`src/rtl/inst_fetch.sv`:
```
// Instruction fetch: owns the PC, reads one word per cycle, queues {pc, word} for decode.
// Latency: en seen at edge N -> first push at N+1; redirect at M -> target visible after M+1.
// Backpressure: inst_ready low fills the prefetch FIFO; when full, fetch stalls with the PC held.
// Ports: clk/rst_n (async active-low); en; imem_addr/imem_data (memory read, word address);
//        redirect/redirect_pc (flush and restart); inst_valid/inst_ready/inst/inst_pc (to decode);
//        fifo_count (occupied prefetch entries).
module inst_fetch #(
  parameter logic [31:0] RESET_PC   = 32'h0,
  parameter int          FIFO_DEPTH = 4,
  parameter int          CW         = $clog2(FIFO_DEPTH + 1)
) (
  input  logic          clk,
  input  logic          rst_n,
  input  logic          en,
  output logic [31:0]   imem_addr,
  input  logic [31:0]   imem_data,
  input  logic          redirect,
  input  logic [31:0]   redirect_pc,
  output logic          inst_valid,
  input  logic          inst_ready,
  output logic [31:0]   inst,
  output logic [31:0]   inst_pc,
  output logic [CW-1:0] fifo_count
);

  localparam int AW = $clog2(FIFO_DEPTH);

  typedef enum logic [1:0] {IDLE, FETCH, STALL} state_t;

  state_t        state, state_nxt;
  logic [31:0]   pc;
  logic [AW-1:0] rd_ptr, wr_ptr;
  logic [CW-1:0] count;
  logic [31:0]   mem_inst [FIFO_DEPTH];
  logic [31:0]   mem_pc   [FIFO_DEPTH];
  logic          full, push, pop;

  assign full       = (count == CW'(FIFO_DEPTH));
  assign inst_valid = (count != '0);
  assign pop        = inst_valid & inst_ready;
  // A pop in the same cycle frees the slot, so a full FIFO can still accept.
  assign push       = (state == FETCH) & ~redirect & (~full | pop);

  assign imem_addr  = pc;
  assign fifo_count = count;
  // Storage is not reset; gating on valid keeps the outputs at zero when empty.
  assign inst       = inst_valid ? mem_inst[rd_ptr] : 32'h0;
  assign inst_pc    = inst_valid ? mem_pc[rd_ptr]   : 32'h0;

  always_comb begin
    state_nxt = state;
    if (redirect) begin
      state_nxt = en ? FETCH : IDLE;
    end else begin
      case (state)
        IDLE:    if (en) state_nxt = FETCH;
        FETCH:   if (!en) state_nxt = IDLE;
                 else if (full && !pop) state_nxt = STALL;
        STALL:   if (!en) state_nxt = IDLE;
                 else if (pop) state_nxt = FETCH;
        default: state_nxt = IDLE;
      endcase
    end
  end

  always_ff @(posedge clk or negedge rst_n) begin
    if (!rst_n) begin
      state  <= IDLE;
      pc     <= RESET_PC;
      rd_ptr <= '0;
      wr_ptr <= '0;
      count  <= '0;
    end else begin
      state <= state_nxt;
      if (redirect) begin
        pc     <= redirect_pc;
        rd_ptr <= '0;
        wr_ptr <= '0;
        count  <= '0;
      end else begin
        if (push) begin
          pc     <= pc + 32'd1;
          wr_ptr <= wr_ptr + AW'(1);
        end
        if (pop) rd_ptr <= rd_ptr + AW'(1);
        case ({push, pop})
          2'b10:   count <= count + CW'(1);
          2'b01:   count <= count - CW'(1);
          default: count <= count;
        endcase
      end
    end
  end

  always_ff @(posedge clk) begin
    if (push) begin
      mem_inst[wr_ptr] <= imem_data;
      mem_pc[wr_ptr]   <= pc;
    end
  end

endmodule
```
`config.mk`:
```
export PLATFORM = sky130hd
export DESIGN_NAME = inst_fetch
export DESIGN_NICKNAME = d
export VERILOG_FILES = /design/src/rtl/inst_fetch.sv
export SDC_FILE = /design/constraint.sdc
export NUM_CORES = 1
export LEC_CHECK = 0
export ABC_AREA = 1
export BUFFER_PORTS_ARGS = -buffer_cell sky130_fd_sc_hd__buf_2
export CAP_MARGIN = 40
export CORE_ASPECT_RATIO = 1.2
export CORE_MARGIN = 2
export CORE_UTILIZATION = 58
export CTS_CLUSTER_SIZE = 16
export DETAILED_ROUTE_END_ITERATION = 16
export PLACE_DENSITY = 0.82
export SYNTH_ARGS = -nofsm -noshare
export SYNTH_HDL_FRONTEND = slang
export SYNTH_SLANG_ARGS = --single-unit
```
`constraint.sdc`:
```
create_clock -name clk -period 4.8 [get_ports clk]
set_input_delay 0.72 -clock clk [delete_from_list [all_inputs] [get_ports clk]]
set_output_delay 0.72 -clock clk [all_outputs]
set_load 0.03 [all_outputs]
```
# Word level (Yosys, flattened, before mapping)
# Memories as Yosys holds them, arrays and structs flattened.
# Index checks and enable logic that the tools add are counted.
# totals
ff_bits	41
mem_bits_rw	256
in_bits	69
output_inout_bits	100
elab_cells	54
mem_count	2
# op_classes
add_sub_neg	5
eq_ne	8
muxes	20
n_bitwise	6
n_reduce_logical	8
# memory_table
memory	depth	word_bits	rd	rd_ports_with_merged_regs	write_ports	line	rtl
mem_inst	4	32	1	0	1	34	logic [31:0] mem_inst [FIFO_DEPTH];
mem_pc	4	32	1	0	1	35	logic [31:0] mem_pc [FIFO_DEPTH];
# ops
operator	count
$mux W32	4
$add A32 B1 Y32 const B	1
$mux W2	10
$pmux W2 S3	1
$pmux W3 S2	1
$reduce_bool A3 Y1	2
$add A2 B1 Y2 const B	2
$eq A2 B1 Y1 const B	2
$eq A2 B2 Y1 const B	2
$ne A4 B3 Y1 const B	1
$ne A4 B4 Y1 const B	1
$reduce_bool A2 Y1	2
$add A3 B1 Y3 const B	1
$and A1 B1 Y1	3
$eq A3 B3 Y1 const B	1
$mux W1	3
$mux W3	1
$ne A3 B3 Y1 const B	1
$reduce_and A3 Y1	1
$sub A3 B1 Y3 const B	1
$logic_not A2 Y1	1
$not A1 Y1	2
$logic_and A1 B1 Y1	1
$logic_not A1 Y1	1
$or A1 B1 Y1	1

# Depth between registers and ports, before layout
# Gate-level depths: netlist (run 1).
# logic_depth
word_depth	8
mapped_depth	10
mapped_depth_nobuf	10

# Worst setup path before layout (run 1)
# No wires, ideal clock.
# synth_timing
kind	input -> register
start	in redirect
end	mem mem_inst[0][0], enable pin
setup_ns	0.486
arrival_time_ns	3.835
required_ns	4.314
slack_ns	0.479
stages	3
n_path_buf	0
cell_sequence	nor3_4 -> nand2_4 -> nor2_1
# synth_via
elab_chain_cells	5
# synth_lines
item	line	rtl
start, declared	17	input logic redirect,
$not A1 Y1	42	assign push = (state == FETCH) & ~redirect & (~full | pop);
$and A1 B1 Y1 (2 in series)	42	
$mux W1	96	if (push) begin
$mux W1 (implied by the code)	97	mem_inst[wr_ptr] <= imem_data;
end, declared	34	
# No other way between the ends.

# Final worst setup path (run 1)
# layout_timing
start	reg rd_ptr[0]
end	out inst_pc[10]
# layout_via
elab_chain_cells	2
# layout_lines
item	line	rtl
start, declared	32	logic [AW-1:0] rd_ptr, wr_ptr;
start signal, assigned	85	if (pop) rd_ptr <= rd_ptr + AW'(1);
$mem_v2 Z4 W32	n/a	
$mux W32	48	assign inst_pc = inst_valid ? mem_pc[rd_ptr] : 32'h0;
end, declared	22	output logic [31:0] inst_pc,
# No other way between the ends.

==> results.ini, run 1 <==
[status]
status=finished clean

[yosys]
synth_warnings=0
ys.flop_type=edfxtp_1
ys_ff_latch=297
postSynthCellCount=1213
yosysTopAreaCellShare_pct=59.98
synth_edf_count=256
syn_area_um2=12820
synth_area_leaders=edfxtp_1, nor2_1, dfrtp_1
synth_commonest_cells=nor2_1, edfxtp_1, nand2_1, o21ai_0, a21oi_1
synth_area_leader_cell=edfxtp_1
syn_area_per_cell_um2=10.57
yosysUniqueCellTypes=32
ys_async_sr_fraction_pct=13.80
yosysMostFrequentCell=nor2_1
syn_nets=1288
seq_area_frac_synth_pct=67.99

[finish]
layout-drive-gt1-share_pct=19.29
final_area_um2=14980
final_nets=1439
ff_latch_area_um2=8718
fillers=1518
final_cells=1659
syn2layout_area_growth_pct=16.91
multi_input_area_um2=3627

[timing]
fin_skew_ns=0.01930
final_hold_viol_count=0
slew_headroom_pct=39.95
tns_ns=0
finalSetupViolations=0
max_freq_mhz=260.3
rsz0062_at_grt=no
worstMarginPinSlew_ns=0.8995
period_minus_slack_ns=3.842
timing.final.crit_share_pct=80.04
drv_slew=0

[clocking]
clkTransAtPathRegs_ns=0.07
root_buffer=clkbuf_16
cts_tree=built
cts_buffer_depth=3
post_cts_buffers=0
cts.sinks=297
cts_resized=0
cts_made_buffers=27
htreeDepth=1
clkLatencyLatePin_ns=0.53
hold_buffers=0

[critical_path]
crit_end=inst_pc[10]
cp-start-kind=flip-flop
worstPathArrival_ns=3.12
path_class=reg -> out
crit_path_start=rd_ptr[0]
worstSetupEndpointType=output pin
rr_worst_depth=4
worst_r2r_startpoint=state[1]
critPathMaxFanout=86
cp.required_ns=4.08
timing.rr.end=mem_inst[2][12]
regToRegSetupSlack_ns=2.39

[global_route]
grt_pass1_wl_um=45940
antenna_found_initial=2
track_usage_pct=24.79
grt_pass1_vias=9198
overflow=0
grt_start_max_net_pins=87

[drt]
drtIter0Drc=779
via_count=9296
via_per_inst=5.603
antenna_left=0
drc_errors=0
wl_per_cell_um=17.52
drt_pass1_iterations=6
wl_um=29070

[floorplanning]
die_h_um=166.8
coreArea_um2=21700
fp-row-count=59
boundaryPins=169
die-area_um2=23310
initial_core_util_pct=59.05
dieWidth_um=139.7

[flow_run]
drv_cap=0

[pwr]
finalPower_mw=8.633
ir_worst_vdd_mv=0.4497
p_leak_nw=5.799
power_density_nw_per_um2=576.2

[placed_design]
place_area_um2=13930
gp_congestion=0.9010
placedCellCount=1609
dp_hpwl_um=17490
io_buffers=168

[worst_hold_path]
hold_path.class=in -> async

==> through the flow <==
stage          setup WS, ns  hold slack (ns)  util, %
6_report             0.9582           0.1193    69.04
5_1_grt              0.8121           0.1296    69.04
3_5_place_dp          1.513           0.6419    64.17
3_3_place_gp          1.567           0.6099    64.08
4_1_cts              0.9483           0.1139    69.02
2_1_floorplan        0.4787           0.4244        -
==> cell usage in the layout, fill, tap and decap left out, types with 3 or more instances in the layout <==
cell / count
nor2_1: 300
edfxtp_1: 256
buf_2: 168
nand2_1: 165
o21ai_0: 141
a21oi_1: 68
nand3_1: 60
inv_1: 59
dfrtp_1: 39
clkbuf_16: 27
o21ai_2: 14
bufinv_16: 10
buf_4: 7
nor2_4: 6
inv_2: 5
nor2_2: 5
o21bai_1: 5
ha_1: 5
buf_12: 5
o211ai_1: 4
nand4_1: 4
clkinv_2: 3
xnor2_1: 3
clkinvlp_4: 3
==> worst min path at each step <==
stage	from	slack (ns)	to
finish	rst_n	0.12	imem_addr[27]
global placement	wr_ptr[1]	0.61	wr_ptr[1]
floorplan	rst_n	0.42	fifo_count[0]
detailed placement	imem_addr[23]	0.64	mem_pc[3][23]
CTS	rst_n	0.11	imem_addr[17]
global route	rst_n	0.13	wr_ptr[1]
==> logic make-up (layout without fill, tap and decap cells) <==
family                     Yosys count  after routing  share of synthesized area (%)
xor gates and xnor gates             3              3                         0.2051
other                                0              1                              0
AOI/OAI and AO/OA                  232            232                          9.646
DFF                                297            297                          67.99
buffers and inverters              123            294                          3.993
and+or+nand+nor                    552            552                          17.52
adders and majority gates            6              6                         0.6443
==> area by class of cell <==
cell class / instances / share of cell area (%)
clock inverters: 20 / 2.472
diodes: 1 / 0.01670
flip-flops and latches: 297 / 58.19
well taps: 274 / 2.288
clock buffers: 29 / 4.560
inverters: 65 / 1.637
repair buffers: 180 / 6.630
multi-input cells: 793 / 24.21
==> flip-flops by register name (all words and copies together), names as in the netlist <==
| signal | flops |
|---|---|
| fifo_count | 3 |
| wr_ptr | 2 |
| state | 2 |
| imem_addr | 32 |
| mem_inst | 128 |
| rd_ptr | 2 |
| mem_pc | 128 |
==> routing by layer <==
layer | part of all wire (%) | global-route usage (%) | vias up
met5 | 0 | 0 | -
met1 | 39 | 31.79 | 4369
li1 | - | - | 4449
met2 | 50 | 43.14 | 397
met3 | 7.2 | 2.760 | 81
met4 | 3.6 | 10.43 | 0
==> power breakdown <==
part	internal, mW	switching, mW
Clock	1.57	0.919
Combinational	0.715	2.03
Sequential	3.12	0.279
==> worst max-delay path: stages, from the launching register on <==
cell and delay [ns]:
dfrtp_4 0.76, buf_4 0.77, nor2_1 0.12, nor2_1 0.13, o21ai_0 0.10, a21oi_1 0.37
buf_2 0.27
No activity file was read; power rests on OpenSTA's default activity.
==> run 2, diff against run 1 <==
Settings changed: ABC_AREA 1 to 0, CORE_UTILIZATION 58 to 52, PLACE_DENSITY 0.82 to 0.78.
Clock period 4.8 ns to 3.15 ns, I/O delays scaled along.
==> results.ini, run 2 <==
[timing]
rsz0062_at_grt=no  ; unchanged
max_freq_mhz=358.3
timing.final.crit_share_pct=88.59
fin_skew_ns=0.01715  ; was 0.01930 ns
drv_slew=0  ; unchanged
worstMarginPinSlew_ns=0.8895  ; was 0.8995 ns
period_minus_slack_ns=2.791
slew_headroom_pct=40.48  ; was 39.95%
finalSetupViolations=0  ; unchanged
timing.hold.ws_ns=0.1391  ; was 0.1193 ns
tns_ns=0  ; unchanged
final_hold_viol_count=0  ; unchanged

[critical_path]
cp.required_ns=2.68  ; was 4.08 ns
worstPathArrival_ns=2.32  ; was 3.12 ns
cp_slowest_cell=mux4_2  ; was buf_4
timing.rr.end=fifo_count[2]  ; was mem_inst[2][12]
worst_r2r_startpoint=fifo_count[1]  ; was state[1]
critPathMaxFanout=20  ; was 86
worstSetupEndpointType=output pin  ; unchanged
critPathMaxStageDelay_ns=0.60  ; was 0.77 ns
regToRegSetupSlack_ns=0.84  ; was 2.39 ns
cp-start-kind=flip-flop  ; unchanged
path_class=reg -> out  ; unchanged
rr_worst_depth=8  ; was 4
cp.buffers_inverters=2  ; unchanged
crit_family=multiplexers  ; was buffers and inverters
crit_path_cell_trace=buf_4 -> mux4_2 -> and2_1 -> buf_2  ; was buf_4 -> nor2_1 -> nor2_1 -> o21ai_0 -> a21oi_1 -> buf_2

[clocking]
htreeDepth=1  ; unchanged
cts_resized=0  ; unchanged
cts.sinks=297  ; unchanged
root_buffer=clkbuf_16  ; unchanged
cts_tree=built  ; unchanged
post_cts_buffers=0  ; unchanged
cts_buffer_depth=3  ; unchanged
clkTransAtPathRegs_ns=0.06  ; was 0.07 ns
clkLatencyLatePin_ns=0.54  ; was 0.53 ns
cts_made_buffers=28  ; was 27

[pwr]
ir_worst_vdd_mv=0.5602  ; was 0.4497 mV
power_density_nw_per_um2=701.1  ; was 576.2 nW/um2
p_leak_nw=5.211  ; was 5.799 nW

[finish]
layout_common_cells=edfxtp_1, buf_2, mux4_2, and2_1, nand2_1  ; was nor2_1, edfxtp_1, buf_2
final_nets=966  ; was 1439
diodes=0  ; was 1
fillers=1692  ; was 1518
layout-drive-gt1-share_pct=34.06  ; was 19.29%
syn2layout_area_growth_pct=19.47  ; was 16.91%
mostFrequentLayoutCell=edfxtp_1  ; was nor2_1

[yosys]
syn_area_per_cell_um2=17.24  ; was 10.57 um2
yosysUniqueCellTypes=56  ; was 32
postSynthCellCount=713  ; was 1213
ys_ff_latch=297  ; unchanged
seq_area_frac_synth_pct=70.88  ; was 67.99%
ys_async_sr_fraction_pct=13.80  ; unchanged
synth_commonest_cells=edfxtp_1, and2_1, mux4_2, nand2_1, dfrtp_1  ; was nor2_1, edfxtp_1, nand2_1, o21ai_0, a21oi_1
syn_nets=788  ; was 1288
ys.flop_type=edfxtp_1  ; unchanged
syn_area_um2=12290  ; was 12820 um2
synth_warnings=0  ; unchanged
synth_edf_count=256  ; unchanged
synth_area_leader_cell=edfxtp_1  ; unchanged
yosysTopAreaCellShare_pct=62.53  ; was 59.98%
yosysMostFrequentCell=edfxtp_1  ; was nor2_1
synth_area_leaders=edfxtp_1, mux4_2, dfrtp_1  ; was edfxtp_1, nor2_1, dfrtp_1

[floorplanning]
dieWidth_um=144.4  ; was 139.7 um
die_h_um=172.4  ; was 166.8 um
initial_core_util_pct=52.98  ; was 59.05%
fp-row-count=61  ; was 59
coreArea_um2=23200  ; was 21700 um2
boundaryPins=169  ; unchanged
die-area_um2=24890  ; was 23310 um2

[worst_hold_path]
hold_depth=3
hold_path.class=in -> reg  ; was in -> async
min_from=redirect_pc[23]
min_to=imem_addr[23]

[drt]
wl_per_cell_um=20.25  ; was 17.52 um
wl_um=24870  ; was 29070 um
antenna_left=0  ; unchanged
drc_errors=0  ; unchanged
via_count=6962  ; was 9296
drtIter0Drc=514  ; was 779
drt_pass1_iterations=5  ; was 6
via_per_inst=5.669  ; was 5.603

[global_route]
grt_start_max_net_pins=67  ; was 87
track_usage_pct=20.38  ; was 24.79%
antenna_found_initial=0  ; was 2
overflow=0  ; unchanged
grt_pass1_vias=6981  ; was 9198
grt_pass1_wl_um=38490  ; was 45940 um

[status]
status=finished clean  ; unchanged

[placed_design]
io_buffers=168  ; unchanged
dp_hpwl_um=15810  ; was 17490 um
gp_congestion=0.9107  ; was 0.9010

[flow_run]
drv_cap=0  ; unchanged

-- run 2: worst max path at each step --
stage                  start              end  slack, ns  depth (start not counted)
4_1_cts            rd_ptr[0]      inst_pc[18]       0.29                          4
3_3_place_gp      inst_ready  mem_inst[0][14]       0.77                          3
6_report           rd_ptr[0]      inst_pc[18]       0.36                          4
3_5_place_dp      inst_ready  mem_inst[0][11]       0.85                          4
5_1_grt        fifo_count[1]      inst_pc[12]       0.20                          5
2_1_floorplan       redirect   mem_inst[0][0]       0.09                          4
-- run 2: what timing repair did --
| action | 4_1_cts | 5_1_grt |
|---|---|---|
| endpoints found under the hold margin | 20 | 0 |
| hold buffers | 1 | 0 |
| setup endpoints to repair | 0 | 0 |
-- run 2: metrics by stage --
| step | power [mW] | area, um2 | util [%] | setup slack (ns) | instances |
|---|---|---|---|---|---|
| final | 10.30 | 14690 | 63.30 | 0.3593 | 1228 |
| after CTS | 10.41 | 14690 | 63.30 | 0.2917 | 1228 |
| after global routing | 10.71 | 14690 | 63.30 | 0.2025 | 1228 |
| after floorplan | 6.054 | 12290 | - | 0.08955 | 713 |
| after detailed placement | 6.668 | 13620 | 58.69 | 0.8469 | 1175 |
| after global placement | 6.617 | 13500 | 58.16 | 0.7720 | 1170 |
-- run 2: cell type report --
cell class,count,area (um2),share of cell area [%]
flip-flops and latches,297,8721,59.38
well taps,315,394.1,2.684
clock inverters,16,267.8,1.823
clock buffers,36,790.8,5.384
multi-input cells,372,3413,23.24
inverters,9,33.78,0.2300
repair buffers,183,1066,7.258
-- run 2: layer usage --
metal | GRT usage (%) | wire length [um]
met1 | 28.46 | 10370
met2 | 34.25 | 12520
met3 | 2.769 | 1458
met4 | 5.445 | 521
met5 | 0 | 0
-- run 2: kinds of logic (layout without fill, tap and decap cells) --
| logic type | after synthesis | count (layout) | synth area share [%] |
|---|---|---|---|
| muxes | 70 | 70 | 12.23 |
| buffers and inverters | 44 | 244 | 1.517 |
| adders and majority gates | 6 | 6 | 0.6718 |
| xor gates and xnor gates | 21 | 21 | 1.496 |
| DFF | 297 | 297 | 70.88 |
| and+or+nand+nor | 220 | 220 | 10.42 |
| AOI/OAI and AO/OA | 55 | 55 | 2.779 |
-- run 2: where the power goes --
part | switching [mW] | internal, mW | total, mW
registers | 0.190 | 4.48 | 4.67
clock network | 1.39 | 2.34 | 3.73
logic | 1.17 | 0.717 | 1.89
-- run 2: worst register-to-register path, cell delays in order (launching register included) --
cell and delay (ns):
dfrtp_1 0.51, nor3_1 0.42, inv_2 0.07, nand2_1 0.11
nor2_1 0.07, fa_1 0.44, mux2_2 0.30, a22oi_1 0.18
a21oi_1 0.09
